==> config.mk <==
export PLATFORM = sky130hd
export DESIGN_NAME = rca4_seq_adder
export DESIGN_NICKNAME = d
export VERILOG_FILES = /design/src/rtl/rca_ctrl_pkg.sv /design/src/rtl/rca4.sv /design/src/rtl/rca4_seq_adder.sv
export SDC_FILE = /design/constraint.sdc
export NUM_CORES = 1
export LEC_CHECK = 0
export BUFFER_PORTS_ARGS = -buffer_cell sky130_fd_sc_hd__buf_2
export CAP_MARGIN = 5
export CORE_MARGIN = 2
export CORE_UTILIZATION = 45
export CTS_BUF_LIST = sky130_fd_sc_hd__clkbuf_4
export CTS_CLUSTER_DIAMETER = 100
export DETAILED_ROUTE_END_ITERATION = 7
export HOLD_SLACK_MARGIN = 0.03
export PLACE_DENSITY = 0.7
export SLEW_MARGIN = 20
export SYNTH_ARGS = -nofsm -noshare
export SYNTH_HDL_FRONTEND = slang
export SYNTH_HIERARCHICAL = 1
export SYNTH_SLANG_ARGS = --single-unit
==> constraint.sdc <==
create_clock -name clk -period 3.8 [get_ports clk]
set_input_delay 0.19 -clock clk [delete_from_list [all_inputs] [get_ports clk]]
set_output_delay 0.19 -clock clk [all_outputs]
set_load 0.03 [all_outputs]
==> src/rtl/rca_ctrl_pkg.sv <==
// Shared definitions for the nibble-serial adder controller.
package rca_ctrl_pkg;

    localparam int NIB_W = 4;

    typedef enum logic [1:0] {
        IDLE = 2'd0,
        RUN  = 2'd1,
        DONE = 2'd2
    } state_t;

endpackage

==> src/rtl/rca4.sv <==
// 4-bit ripple-carry adder, the single arithmetic datapath of the controller.
module rca4
    import rca_ctrl_pkg::*;
(
    input  logic [NIB_W-1:0] a,
    input  logic [NIB_W-1:0] b,
    input  logic             cin,
    output logic [NIB_W-1:0] sum,
    output logic             cout
);

    logic [NIB_W:0] carry_s;

    // Bit-by-bit full-adder ripple chain
    always_comb begin
        carry_s    = '0;
        sum        = '0;
        carry_s[0] = cin;
        for (int i = 0; i < NIB_W; i++) begin
            sum[i]       = a[i] ^ b[i] ^ carry_s[i];
            carry_s[i+1] = (a[i] & b[i]) | (a[i] & carry_s[i]) | (b[i] & carry_s[i]);
        end
    end

    assign cout = carry_s[NIB_W];

endmodule

==> src/rtl/rca4_seq_adder.sv <==
// WIDTH-bit add/subtract built by feeding one rca4 a nibble per clock, LSB first,
// with the carry held in a register between passes.
module rca4_seq_adder
    import rca_ctrl_pkg::*;
#(
    parameter int WIDTH = 16
) (
    input  logic             clk,
    input  logic             rst,
    input  logic             in_valid,
    output logic             in_ready,
    input  logic [WIDTH-1:0] a,
    input  logic [WIDTH-1:0] b,
    input  logic             cin,
    input  logic             sub,
    output logic             out_valid,
    input  logic             out_ready,
    output logic [WIDTH-1:0] sum,
    output logic             cout,
    output logic             ovf
);

    localparam int NIB   = WIDTH / NIB_W;
    localparam int IDX_W = (NIB > 1) ? $clog2(NIB) : 1;

    state_t             state_r;
    state_t             state_next_s;
    logic [IDX_W-1:0]   idx_r;
    logic               carry_r;
    logic [WIDTH-1:0]   a_r;
    logic [WIDTH-1:0]   b_r;
    logic [WIDTH-1:0]   sum_r;
    logic               cout_r;
    logic               ovf_r;
    logic [NIB_W-1:0]   nib_a_s;
    logic [NIB_W-1:0]   nib_b_s;
    logic [NIB_W-1:0]   nib_sum_s;
    logic               nib_cout_s;
    logic               last_s;

    assign nib_a_s = a_r[int'(idx_r)*NIB_W +: NIB_W];
    assign nib_b_s = b_r[int'(idx_r)*NIB_W +: NIB_W];
    assign last_s  = (idx_r == IDX_W'(NIB - 1));

    rca4 u_rca4 (
        .a    (nib_a_s),
        .b    (nib_b_s),
        .cin  (carry_r),
        .sum  (nib_sum_s),
        .cout (nib_cout_s)
    );

    // State register
    always_ff @(posedge clk) begin
        if (rst) begin
            state_r <= IDLE;
        end else begin
            state_r <= state_next_s;
        end
    end

    // Next-state decode
    always_comb begin
        state_next_s = state_r;
        case (state_r)
            IDLE: begin
                if (in_valid) begin
                    state_next_s = RUN;
                end else begin
                    state_next_s = IDLE;
                end
            end
            RUN: begin
                if (last_s) begin
                    state_next_s = DONE;
                end else begin
                    state_next_s = RUN;
                end
            end
            DONE: begin
                if (out_ready) begin
                    state_next_s = IDLE;
                end else begin
                    state_next_s = DONE;
                end
            end
            default: state_next_s = IDLE;
        endcase
    end

    // Operand capture, per-nibble pass and result latching
    always_ff @(posedge clk) begin
        if (rst) begin
            idx_r   <= '0;
            carry_r <= 1'b0;
            a_r     <= '0;
            b_r     <= '0;
            sum_r   <= '0;
            cout_r  <= 1'b0;
            ovf_r   <= 1'b0;
        end else begin
            case (state_r)
                IDLE: begin
                    if (in_valid) begin
                        a_r     <= a;
                        // Subtraction is A + ~B + 1, so B is stored inverted.
                        b_r     <= sub ? ~b : b;
                        carry_r <= sub ? 1'b1 : cin;
                        idx_r   <= '0;
                        sum_r   <= '0;
                    end else begin
                        idx_r <= idx_r;
                    end
                end
                RUN: begin
                    sum_r[int'(idx_r)*NIB_W +: NIB_W] <= nib_sum_s;
                    carry_r <= nib_cout_s;
                    if (last_s) begin
                        cout_r <= nib_cout_s;
                        ovf_r  <= (a_r[WIDTH-1] == b_r[WIDTH-1]) &
                                  (nib_sum_s[NIB_W-1] != a_r[WIDTH-1]);
                    end else begin
                        idx_r <= idx_r + IDX_W'(1);
                    end
                end
                DONE: begin
                    idx_r <= idx_r;
                end
                default: begin
                    idx_r <= '0;
                end
            endcase
        end
    end

    assign in_ready  = (state_r == IDLE);
    assign out_valid = (state_r == DONE);
    assign sum       = sum_r;
    assign cout      = cout_r;
    assign ovf       = ovf_r;

endmodule

==> impl_metrics.csv <==
group,metric,value,unit
run_status,status,"complete, no violations",
drt,num_vias,2046,
logic_synthesis,synth_area,2630,um^2
placed_design,finalWeightedCongestion,0.800,
critical_path,rrSetupSlack,0.62,ns
finish,nets,378,
global_routing,antenna_found_initial,0,
drt,via_per_inst,5.08,
critical_path,crit_start,"idx_r[0]",
placed_design,dpl_cell_area,2920,um^2
logic_synthesis,netlist_top_cells_area,"dfxtp_1 42%, mux4_2 6.9%, xnor2_1 5.7%",
timing,setup_tns,0,ns
timing,fmax,315,MHz
floorplanning,die-area,6460,um^2
clock_tree,cts_tree,"done",
logic_synthesis,yosysWarnings,6,
logic_synthesis,synth_mux_area_share,9.00,%
critical_path,reg2reg_from,"idx_r[0]",
timing,slew_headroom,37.6,%
finish,stdcell_area,3130,um^2
critical_path,cp_num_buf_inv,3,
placed_design,post-place-cells,382,
placed_design,port_buffers,57,
clock_tree,cts_max_level,2,
clock_tree,cts.sinks,55,
global_routing,grt_overflow,0,
critical_path,cpPeakStageDelay,0.57,ns
drt,ant_nets,0,
logic_synthesis,synth_top_area_cell,"dfxtp_1",
drt,wl_per_cell,13.2,um
timing,maxSlewViolCount,0,
critical_path,endpoint,"sum[15]",
critical_path,crit_chain,"buf_4 > mux4_2 > fa_1 > fa_1 > inv_1 > fa_1 > inv_1 > nor2b_1 > a22o_1",
power_and_ir_drop,powerDensity,369,nW/um^2
clock_tree,cts_setup_buffers,0,
logic_synthesis,synth_cell_types,34,
drt,drc,0,
timing,max_slew.worst_pin.slew,0.935,ns
clock_tree,clk_latency,0.38,ns
logic_synthesis,synth_top_family_by_area,"compound AO/OA/AOI/OAI gates",
logic_synthesis,synth_fa_ha_area_share,5.91,%
floorplanning,io_pins,58,
logic_synthesis,synth_xor_area_share,5.67,%
finish,finalNonFillerCells,403,
timing,hold_viol,0,
global_routing,grt_pass1_wl,8.83,mm
critical_path,crit_cells,9,
global_routing,grtUsageTotal,17.4,%
drt,drt_wl_total,5.31,mm
floorplanning,die_height,80.4,um
critical_path,path_max_fanout,12,
logic_synthesis,yosysSeqAreaShare,41.9,%
finish,antenna-diode-count,0,
critical_path,rr_worst_depth,9,
critical_path,critPathTopFamily,"adder cells",
power_and_ir_drop,p_leak,1.27,nW
finish,final_util,56.2,%
placed_design,dp_hpwl,3.81,mm
finish,drive_gt1_share,25.4,%
job,maxCapViolCount,0,
logic_synthesis,synth_top_area_share,41.9,%
min_path,worstHoldStart,"a[7]",
clock_tree,cts_root_buf,"clkbuf_4",
logic_synthesis,syn_nets,318,
floorplanning,std_cell_rows,27,
critical_path,cp_common_cell,"fa_1",
critical_path,endpoint_kind,"flip-flop",
clock_tree,clk_pin_slew,0.16,ns
finish,area.growth.synth_to_final,19.3,%
power_and_ir_drop,fin_total_pwr,1.16,mW
floorplanning,core_area,5570,um^2
critical_path,crit_slowest_cell,"dfxtp_1",
logic_synthesis,synth_seq_cells,55,
clock_tree,cts_buffers,5,
global_routing,first_global_vias,1860,
critical_path,startpoint_type,"flip-flop",
power_and_ir_drop,irDropWorstVdd,226,uV
floorplanning,initial_core_util,47.1,%
logic_synthesis,synth_cells,270,
timing,period_needed,3.18,ns
logic_synthesis,synthSimpleGateAreaFrac,14.5,%
global_routing,grt_max_degree,52,
clock_tree,clk_path_buf_depth,2,
logic_synthesis,synth_compound_area_share,17.1,%
drt,drt_iter0_markers,105,
floorplanning,fp.dieW,80.4,um
min_path,hold_path.class,"input port to flip-flop",
critical_path,crit_type,"flip-flop to flip-flop",
timing,timing.final.crit_share,83.6,%
critical_path,reg2reg_to,"sum[15]",
timing,grt_setup_unrepaired,"no",
timing,setup_viol,0,
critical_path,cp.arrival,3.50,ns
critical_path,critPathRequiredTime,4.12,ns
drt,drt_pass1_iterations,6,
timing,skew,0.0135,ns
logic_synthesis,avgSynthCellArea,9.73,um^2
## cell type report
| type | count | area [um^2] |
|---|---|---|
| inverters | 15 | 56.3 |
| multi-input cells | 181 | 1380 |
| clock buffers | 5 | 37.5 |
| fillers | 508 | 2440 |
| flip-flops and latches | 55 | 1100 |
| repair buffers | 72 | 430 |
| well taps | 72 | 90.1 |
| clock inverters | 3 | 42.5 |
## per-layer routing
layer / vias up / track usage [%] / wire [um]
met5: - / 0 / 0
met4: 0 / 6.44 / 75
met2: 57 / 28.0 / 2480
met3: 8 / 3.60 / 278
li1: 1051 / - / -
met1: 930 / 22.9 / 2480
## sequential cells by signal, indices dropped and copies added (netlist names)
| signal | count |
|---|---|
| cout | 1 |
| sum | 16 |
| ovf | 1 |
| idx_r | 2 |
| state_r | 2 |
| a_r | 16 |
| b_r | 16 |
| carry_r | 1 |
## worst min-delay path by stage
stage                     cells past startpoint  slack [ns]  endpoint
after floorplan                               2        0.33    a_r[0]
after global placement                        3        0.43    a_r[8]
after detailed placement                      3        0.44    a_r[8]
after CTS                                     3        0.03    a_r[7]
after global routing                          3        0.04    a_r[7]
final                                         3        0.04    a_r[7]
## timing repair
action / 4_1_cts / 5_1_grt
resized for setup: 0 / 0
hold buffers: 13 / 0
hold endpoints to repair: 13 / 0
## synthesized netlist by cell type
cell	n
a2111oi_0	1
a211oi_1	17
a21oi_1	22
a21oi_2	3
a22o_1	8
a32oi_1	2
and2b_1	1
and3_1	1
and4bb_2	1
buf_1	1
buf_2	7
buf_4	5
clkbuf_1	5
clkbuf_2	1
dfxtp_1	55
fa_1	4
ha_1	6
inv_1	15
mux2_1	1
mux2_2	4
mux4_2	8
nand2_1	34
nand2b_1	6
nand3_1	3
nand3b_1	2
nor2_1	22
nor2b_1	5
nor3b_2	1
nor4b_4	1
o21bai_1	1
o2bb2ai_1	8
o311a_1	1
or3b_1	1
xnor2_1	17
## power breakdown
group	internal (mW)	switching (mW)
Combinational	0.0968	0.106
Sequential	0.607	0.0225
Clock	0.139	0.184
Total	0.843	0.312
## stage by stage
stage	hold WS, ns	setup slack (ns)
floorplan	0.326	0.781
global placement	0.434	0.740
detailed placement	0.437	0.645
CTS	0.0309	0.595
global route	0.0413	0.399
finish	0.0434	0.621
## placed cells by master, fill, tap and decap left out, types with 2 or more instances in the layout
master / instances
a211oi_1: 17
a21oi_1: 22
a21oi_2: 3
a22o_1: 8
a32oi_1: 2
buf_2: 57
buf_4: 2
clkbuf_4: 5
dfxtp_1: 55
dlygate4sd3_1: 13
fa_1: 4
ha_1: 6
inv_1: 15
mux2_2: 4
mux4_2: 8
nand2_1: 34
nand2b_1: 6
nand3_1: 3
nand3b_1: 2
nor2_1: 22
nor2b_1: 5
o2bb2ai_1: 8
xnor2_1: 17
## cells by family after synthesis
logic type,count (synthesis)
XOR/XNOR,17
buffers and inverters,34
multiplexers,13
AND/OR/NAND/NOR,78
flip-flops,55
adder cells (fa/ha/maj),10
AO/OA/AOI/OAI,63
## worst reg2reg max path, delay by kind of cell (launching register included)
kind            cells  cell delay (ns)
compound gates      1             0.15
simple gates        1             0.18
mux                 1             0.55
flops               1             0.57
buf+inv             3             0.46
fa+ha+maj           3             1.22
Note: power is estimated with default switching activity, not from simulation.
